### config.mk
export PLATFORM = sky130hd
export DESIGN_NAME = shot_judge_flat
export DESIGN_NICKNAME = d
export VERILOG_FILES = /design/src/rtl/game_pkg.sv /design/src/rtl/shot_judge_if.sv /design/src/rtl/step_timer.sv /design/src/rtl/shot_judge.sv /design/src/flat_wrapper.sv
export SDC_FILE = /design/constraint.sdc
export NUM_CORES = 1
export LEC_CHECK = 0
export ABC_CLOCK_PERIOD_IN_PS = 6100
export BUFFER_PORTS_ARGS = -buffer_cell sky130_fd_sc_hd__buf_4
export CAP_MARGIN = 10
export CORE_MARGIN = 4
export CORE_UTILIZATION = 45
export CTS_CLUSTER_SIZE = 10
export DETAILED_ROUTE_END_ITERATION = 6
export HOLD_SLACK_MARGIN = 0.05
export PLACE_DENSITY_LB_ADDON = 0.05
export RECOVER_POWER = 100
export SLEW_MARGIN = 20
export SYNTH_ARGS = -nofsm -noshare
export SYNTH_HDL_FRONTEND = slang
export SYNTH_SLANG_ARGS = --single-unit
### constraint.sdc
create_clock -name clk -period 6.1 [get_ports clk]
set_input_delay 0.61 -clock clk [delete_from_list [all_inputs] [get_ports clk]]
set_output_delay 0.61 -clock clk [all_outputs]
set_load 0.1 [all_outputs]
### src/rtl/game_pkg.sv
// Shared types and geometry constants for the shot/target game.
package game_pkg;

  typedef enum logic [1:0] {
    IDLE      = 2'd0,
    FLIGHT    = 2'd1,
    RESOLVE   = 2'd2,
    GAME_OVER = 2'd3
  } state_e;

  localparam int COORD_W       = 5;
  localparam int TARGET_Y_BASE = 30;
  localparam int ROW_MAX       = 31;

  // Unsigned column distance taken one bit wider, so columns never wrap.
  function automatic logic [COORD_W:0] abs_diff(input logic [COORD_W-1:0] a,
                                                 input logic [COORD_W-1:0] b);
    if (a >= b) begin
      return {1'b0, a - b};
    end else begin
      return {1'b0, b - a};
    end
  endfunction

endpackage

### src/rtl/shot_judge_if.sv
// Target handshake between the target generator (master) and the shot judge (slave).
interface shot_judge_if;
  import game_pkg::*;

  logic [COORD_W-1:0] target_x;
  logic [COORD_W-1:0] target_y;
  logic               result_valid;
  logic               hit;
  logic               start_new_game;

  modport master (
    output target_x, target_y,
    input  result_valid, hit, start_new_game
  );

  modport slave (
    input  target_x, target_y,
    output result_valid, hit, start_new_game
  );

endinterface

### src/rtl/step_timer.sv
// Prescaler that paces the shot: counts enabled cycles while running and
// flags the last one of each STEP_CYCLES period.
module step_timer #(
  parameter int STEP_CYCLES = 4
) (
  input  logic clk,
  input  logic reset,
  input  logic ena_i,
  input  logic clr_i,
  input  logic run_i,
  output logic tc_o
);

  localparam int CW = (STEP_CYCLES > 1) ? $clog2(STEP_CYCLES) : 1;

  logic [CW-1:0] cnt_q;
  logic [CW-1:0] cnt_d;

  assign tc_o = run_i & ena_i & (cnt_q == CW'(STEP_CYCLES - 1));

  // Next count: wrap on terminal count or explicit clear.
  always_comb begin
    cnt_d = cnt_q;
    if (clr_i || tc_o) begin
      cnt_d = '0;
    end else if (run_i) begin
      cnt_d = cnt_q + CW'(1);
    end else begin
      cnt_d = cnt_q;
    end
  end

  // Counter register, frozen while the global enable is low.
  always_ff @(posedge clk) begin
    if (reset) begin
      cnt_q <= '0;
    end else if (ena_i) begin
      cnt_q <= cnt_d;
    end
  end

endmodule

### src/rtl/shot_judge.sv
// Flies a player shot up the field toward the latched target and judges hit/miss,
// keeping score and misses and requesting new targets from the generator.
module shot_judge
  import game_pkg::*;
#(
  parameter int STEP_CYCLES = 4,
  parameter int HIT_TOL     = 1,
  parameter int SCORE_W     = 8,
  parameter int MAX_MISSES  = 3
) (
  input  logic               clk,
  input  logic               reset,
  input  logic               ena,
  input  logic               fire,
  input  logic [COORD_W-1:0] aim_x,
  shot_judge_if.slave        tgt,
  output logic [COORD_W-1:0] shot_x,
  output logic [COORD_W-1:0] shot_y,
  output logic               busy,
  output logic [SCORE_W-1:0] score,
  output logic [2:0]         misses,
  output logic               game_over
);

  state_e             state_q;
  logic [COORD_W-1:0] shot_x_q, shot_y_q, tx_q, ty_q;
  logic [SCORE_W-1:0] score_q;
  logic [2:0]         misses_q;
  logic               rv_q, hit_q, sng_q, busy_q, go_q;
  logic               tc_s, launch_s, at_end_s, hit_now_s, last_miss_s;

  assign launch_s    = (state_q == IDLE) & fire & ena;
  assign at_end_s    = (shot_y_q == ty_q) | (shot_y_q == COORD_W'(ROW_MAX));
  assign hit_now_s   = (shot_y_q == ty_q) &
                       (abs_diff(shot_x_q, tx_q) <= (COORD_W + 1)'(HIT_TOL));
  assign last_miss_s = ~hit_now_s & ((misses_q + 3'd1) == 3'(MAX_MISSES));

  step_timer #(.STEP_CYCLES(STEP_CYCLES)) u_timer (
    .clk   (clk),
    .reset (reset),
    .ena_i (ena),
    .clr_i (launch_s),
    .run_i (state_q == FLIGHT),
    .tc_o  (tc_s)
  );

  // Game FSM; the judgement is registered on the edge entering RESOLVE so the
  // pulses and the updated score are visible throughout the RESOLVE cycle.
  always_ff @(posedge clk) begin
    if (reset) begin
      state_q  <= IDLE;
      shot_x_q <= '0;
      shot_y_q <= '0;
      tx_q     <= '0;
      ty_q     <= '0;
      score_q  <= '0;
      misses_q <= 3'd0;
      rv_q     <= 1'b0;
      hit_q    <= 1'b0;
      sng_q    <= 1'b0;
      busy_q   <= 1'b0;
      go_q     <= 1'b0;
    end else if (ena) begin
      rv_q  <= 1'b0;
      sng_q <= 1'b0;
      case (state_q)
        IDLE: begin
          if (fire) begin
            shot_x_q <= aim_x;
            shot_y_q <= '0;
            tx_q     <= tgt.target_x;
            ty_q     <= tgt.target_y;
            busy_q   <= 1'b1;
            state_q  <= FLIGHT;
          end
        end
        FLIGHT: begin
          if (tc_s && at_end_s) begin
            rv_q    <= 1'b1;
            hit_q   <= hit_now_s;
            sng_q   <= ~last_miss_s;
            state_q <= RESOLVE;
            if (hit_now_s) begin
              score_q <= (score_q == {SCORE_W{1'b1}}) ? score_q : score_q + SCORE_W'(1);
            end else begin
              misses_q <= misses_q + 3'd1;
            end
          end else if (tc_s) begin
            shot_y_q <= shot_y_q + COORD_W'(1);
          end
        end
        RESOLVE: begin
          // sng_q low here means this was the final miss.
          busy_q  <= 1'b0;
          go_q    <= ~sng_q;
          state_q <= sng_q ? IDLE : GAME_OVER;
        end
        GAME_OVER: begin
          if (fire) begin
            score_q  <= '0;
            misses_q <= 3'd0;
            sng_q    <= 1'b1;
            go_q     <= 1'b0;
            state_q  <= IDLE;
          end
        end
        default: begin
          busy_q  <= 1'b0;
          go_q    <= 1'b0;
          state_q <= IDLE;
        end
      endcase
    end
  end

  assign tgt.result_valid   = rv_q & ena;
  assign tgt.start_new_game = sng_q & ena;
  assign tgt.hit            = hit_q;
  assign shot_x             = shot_x_q;
  assign shot_y             = shot_y_q;
  assign busy               = busy_q;
  assign score              = score_q;
  assign misses             = misses_q;
  assign game_over          = go_q;

endmodule

### src/flat_wrapper.sv
// flat-port wrapper written by rule: the top's interface ports become plain ports
module shot_judge_flat import game_pkg::*;
#(
  parameter int STEP_CYCLES = 4,
  parameter int HIT_TOL     = 1,
  parameter int SCORE_W     = 8,
  parameter int MAX_MISSES  = 3
)
  (clk, reset, ena, fire, aim_x, shot_x, shot_y, busy, score, misses, game_over, tgt_target_x, tgt_target_y, tgt_result_valid, tgt_hit, tgt_start_new_game);
  shot_judge_if tgt_i ();
  input  logic clk;
  input  logic reset;
  input  logic ena;
  input  logic fire;
  input  logic [COORD_W-1:0] aim_x;
  output logic [COORD_W-1:0] shot_x;
  output logic [COORD_W-1:0] shot_y;
  output logic busy;
  output logic [SCORE_W-1:0] score;
  output logic [2:0] misses;
  output logic game_over;
  input wire logic [$bits(tgt_i.target_x)-1:0] tgt_target_x;
  input wire logic [$bits(tgt_i.target_y)-1:0] tgt_target_y;
  output wire logic [$bits(tgt_i.result_valid)-1:0] tgt_result_valid;
  output wire logic [$bits(tgt_i.hit)-1:0] tgt_hit;
  output wire logic [$bits(tgt_i.start_new_game)-1:0] tgt_start_new_game;
  assign tgt_i.target_x = tgt_target_x;
  assign tgt_i.target_y = tgt_target_y;
  assign tgt_result_valid = tgt_i.result_valid;
  assign tgt_hit = tgt_i.hit;
  assign tgt_start_new_game = tgt_i.start_new_game;
  shot_judge #(.STEP_CYCLES(STEP_CYCLES), .HIT_TOL(HIT_TOL), .SCORE_W(SCORE_W), .MAX_MISSES(MAX_MISSES)) u_core (.clk(clk), .reset(reset), .ena(ena), .fire(fire), .aim_x(aim_x), .tgt(tgt_i), .shot_x(shot_x), .shot_y(shot_y), .busy(busy), .score(score), .misses(misses), .game_over(game_over));
endmodule
==> results.md <==
- For the final routed database, the setup TNS stands at 0 ps.
- The total design power is 0.578 mW.
- The initial antenna violation count is 0.
- In this run the tightest slew margin relative to its limit is 21.5%.
- For the worst setup path, the data required time is 6320 ps.
- For this run, the register share of the synthesized area comes to 33.9%.
- The total routing resource utilization after global routing is 16.1%.
- On the final layout, the worst clock skew is 3.69 ps.
- The number of nets in the synthesized netlist is 326.
- The clock latency of the later-clocked register in the worst-skew pair is 290 ps.
- The layout overhead on the synthesized area is 12.3%.
- The async set or reset register ratio after synthesis is 0%.
- The fraction of layout cells with a size suffix above 1 is 10.4%.
- Across all hold checks on the routed design, the worst slack comes to 459 ps.
- The floorplan row count is 26.
- The instance count of the mapped netlist is 290.
- The highest fanout seen on the critical path is 16.
- The effective utilization at floorplan is 46.2%.
- The final HPWL from detailed placement is 3720 um.
- Static timing analysis puts the maximum clock frequency at 311 MHz.
- After the last flow step, the layout net total stands at 363.
- The critical path in this run is classified as reg2reg.
- The worst path uses 52.7% of the clock period.
- The number of different library cells in the post-synthesis netlist is 49.
- The die is 80.4 um tall.
- The congestion estimate from routability-driven global placement came to 0.843.
- The number of global-route vias before repair is 1,781.
- The total of buffers placed on input and output ports is 44.
- Clock tree synthesis inserted a total of 5 buffers.
- The placed instance area is 0.00267 mm2.
- The final-report max-slew violation count is 0.
- The CTS tree is done.
- After clock tree synthesis, the flow added hold-fix buffers numbering 0.
- The placeable core area is 0.00511 mm2.
- The routed design has 5040 um of wire.
- The vias per cell is 5.13.
- STA classifies the critical path endpoint as a register.
- The synthesized design contains 40 register bits.
- The tree built by TritonCTS fans out to 40 sinks.
- Dividing total power by cell area gives a power density of 218 mW/mm2.
- The clock period could shrink to 3210 ps.
- The summed area of non-filler cells in the final layout is 0.00265 mm2.
- The H-tree generated during clock tree synthesis spans 2 levels.
- The number of setup violations in the final report is 0.
- The number of gates resized after CTS was 0.
- The final hold violation count was 0.
- The category of the worst setup path launch point is a register.
- From left edge to right edge, the die measures 80.4 um.
- Entering global routing, the biggest net connects 37 pins.
- The arrival time of data at the critical path endpoint is 3440 ps.
- Setup repair after global routing left no endpoint under its margin.
- The mapped cell area is 0.00236 mm2.
- The clock input transition at the sequential cells of the worst setup and hold paths is 80 ps.
- The post-route DRC violation count is 0.
- In the synthesized netlist the dominant register cell turns out to be dfxtp_1.
- The number of enable flip-flop cells after synthesis is 0.
- The tool flagged a number of max-cap violations equal to 0.
- The die area is 0.00647 mm2.
- Global routing finished with a remaining overflow of 0.
- The first TritonRoute pass finished after 4 iterations.
- The starting DRC count in detailed routing is 117.
- The detail route stage leaves a number of antenna-violating nets equal to 0.
- The I/O pin count is 45.
- The flow ran to the end, and the final reports show no timing, DRC or antenna violations.
- The class of the worst hold path is reg2reg.
- For the pin with the worst max-slew slack, the measured transition is 1180 ps.
- The routed wire length per instance is 12.7 um.
- The global-route wire length before repair is 8250 um.
- The leakage dissipation is 0.978 nW.
- The overall via count from detail_route is 2,041.
- In this run the mean area of a mapped cell was 8.14 um2.
- CTS placed an instance of clkbuf_8 at the clock tree root.
- The setup fix buffers added after clock tree synthesis is 0.
- The maximum number of buffers from clock root to sink is 2.
- The number of antenna diodes is 0.
- The number of warnings reported in the yosys synthesis log is 0.
- The worst-case IR drop observed on VDD is 122 uV.
[cell type report]
cell class / count / area, um2
clock buffers: 6 / 82.6
inverters: 17 / 63.8
clock inverters: 2 / 15.0
multi-input cells: 219 / 1370
flip-flops and latches: 40 / 801
fillers: 554 / 2460
repair buffers: 44 / 233
well taps: 70 / 87.6
[state kept, by name (all words and copies together), names as in the netlist]
| register | count |
|---|---|
| u_core.tgt.hit | 1 |
| u_core.shot_x | 5 |
| u_core.tx_q | 5 |
| u_core.rv_q | 1 |
| u_core.ty_q | 5 |
| u_core.misses | 3 |
| u_core.shot_y | 5 |
| u_core.state_q | 2 |
| u_core.sng_q | 1 |
| u_core.game_over | 1 |
| u_core.busy | 1 |
| u_core.u_timer.cnt_q | 2 |
| u_core.score | 8 |
[report_power, final]
| group | leakage, nW | internal, mW | switching (mW) |
|---|---|---|---|
| Clock | 0.0434 | 0.0916 | 0.0965 |
| Combinational | 0.610 | 0.0388 | 0.0756 |
| Sequential | 0.324 | 0.268 | 0.00758 |
| Total | 0.978 | 0.398 | 0.180 |
[worst max-delay path, stage by stage (launching register included)]
cell	delay, ps
dfxtp_1	370
ha_1	180
inv_1	60
fa_1	400
a21o_1	170
a21oi_1	180
xnor2_1	80
nor4b_1	570
nor2_1	390
or4_1	580
a21oi_1	150
[cell families after synthesis]
group	count (synthesis)	share of synthesized area (%)
adders and majority gates	17	9.65
and+or+nand+nor	113	23.4
xor gates and xnor gates	16	5.94
AOI/OAI and AO/OA	68	17.7
buffers and inverters	31	7.32
DFF	40	33.9
muxes	5	2.12
[per-stage QoR]
stage / utilization [%] / setup WS, ps / std cells
2_1_floorplan: - / 2900 / 290
3_3_place_gp: 52.3 / 3490 / 390
3_5_place_dp: 52.3 / 3390 / 390
4_1_cts: 54.2 / 3360 / 398
5_1_grt: 51.9 / 2490 / 398
6_report: 51.9 / 2890 / 398
[worst paths after layout]
path / from / end / slack (ps) / cells after the start
setup reg to reg: u_core.shot_x[0]$_SDFFE_PP0P_ / u_core.score[6]$_SDFFE_PP0P_ / 2890 / 10
hold / removal: u_core.tx_q[4]$_SDFFE_PP0P_ / u_core.tx_q[4]$_SDFFE_PP0P_ / 460 / 2
hold reg to reg: u_core.tx_q[4]$_SDFFE_PP0P_ / u_core.tx_q[4]$_SDFFE_PP0P_ / 460 / 2
setup / recovery: u_core.shot_x[0]$_SDFFE_PP0P_ / u_core.score[6]$_SDFFE_PP0P_ / 2890 / 10
[layer usage]
| layer | wire length, um | global-route usage, % | vias up | share of wire (%) |
|---|---|---|---|---|
| li1 | - | - | 1064 | - |
| met1 | 2330 | 20.5 | 922 | 46 |
| met2 | 2360 | 26.7 | 49 | 47 |
| met3 | 300 | 4.04 | 6 | 6.0 |
| met4 | 46 | 4.39 | 0 | 0.91 |
| met5 | 0 | 0 | - | 0 |
[cells in the final DEF (no fill, tap or decap), types with 2 or more instances in the layout]
| cell type | count |
|---|---|
| a211oi_1 | 2 |
| a21oi_1 | 34 |
| a31oi_1 | 3 |
| and2_1 | 2 |
| and3_1 | 4 |
| buf_4 | 18 |
| clkbuf_1 | 26 |
| clkbuf_8 | 6 |
| clkinvlp_4 | 2 |
| dfxtp_1 | 40 |
| fa_1 | 2 |
| ha_1 | 15 |
| inv_1 | 17 |
| mux2i_1 | 5 |
| nand2_1 | 49 |
| nand2b_1 | 8 |
| nand3_1 | 7 |
| nand4_1 | 2 |
| nor2_1 | 19 |
| nor2b_1 | 3 |
| nor3_1 | 4 |
| nor4_1 | 2 |
| nor4b_1 | 2 |
| o211ai_1 | 3 |
| o21a_1 | 2 |
| o21ai_0 | 9 |
| o21bai_1 | 2 |
| o31ai_1 | 3 |
| or2_2 | 2 |
| or4_1 | 3 |
| xnor2_1 | 10 |
| xor2_1 | 6 |
[cell usage after synthesis (all sizes together) (5+ instances only)]
cell type / n / area, um2
nand2: 49 / 184
dfxtp: 40 / 801
a21oi: 34 / 174
nor2: 20 / 77.6
inv: 17 / 63.8
ha: 15 / 188
clkbuf: 11 / 75.1
xnor2: 10 / 87.6
o21ai: 9 / 45.0
nand2b: 8 / 50.1
nand3: 7 / 35.0
xor2: 6 / 52.6
mux2i: 5 / 50.1
Power figures use the tool's default switching activity.
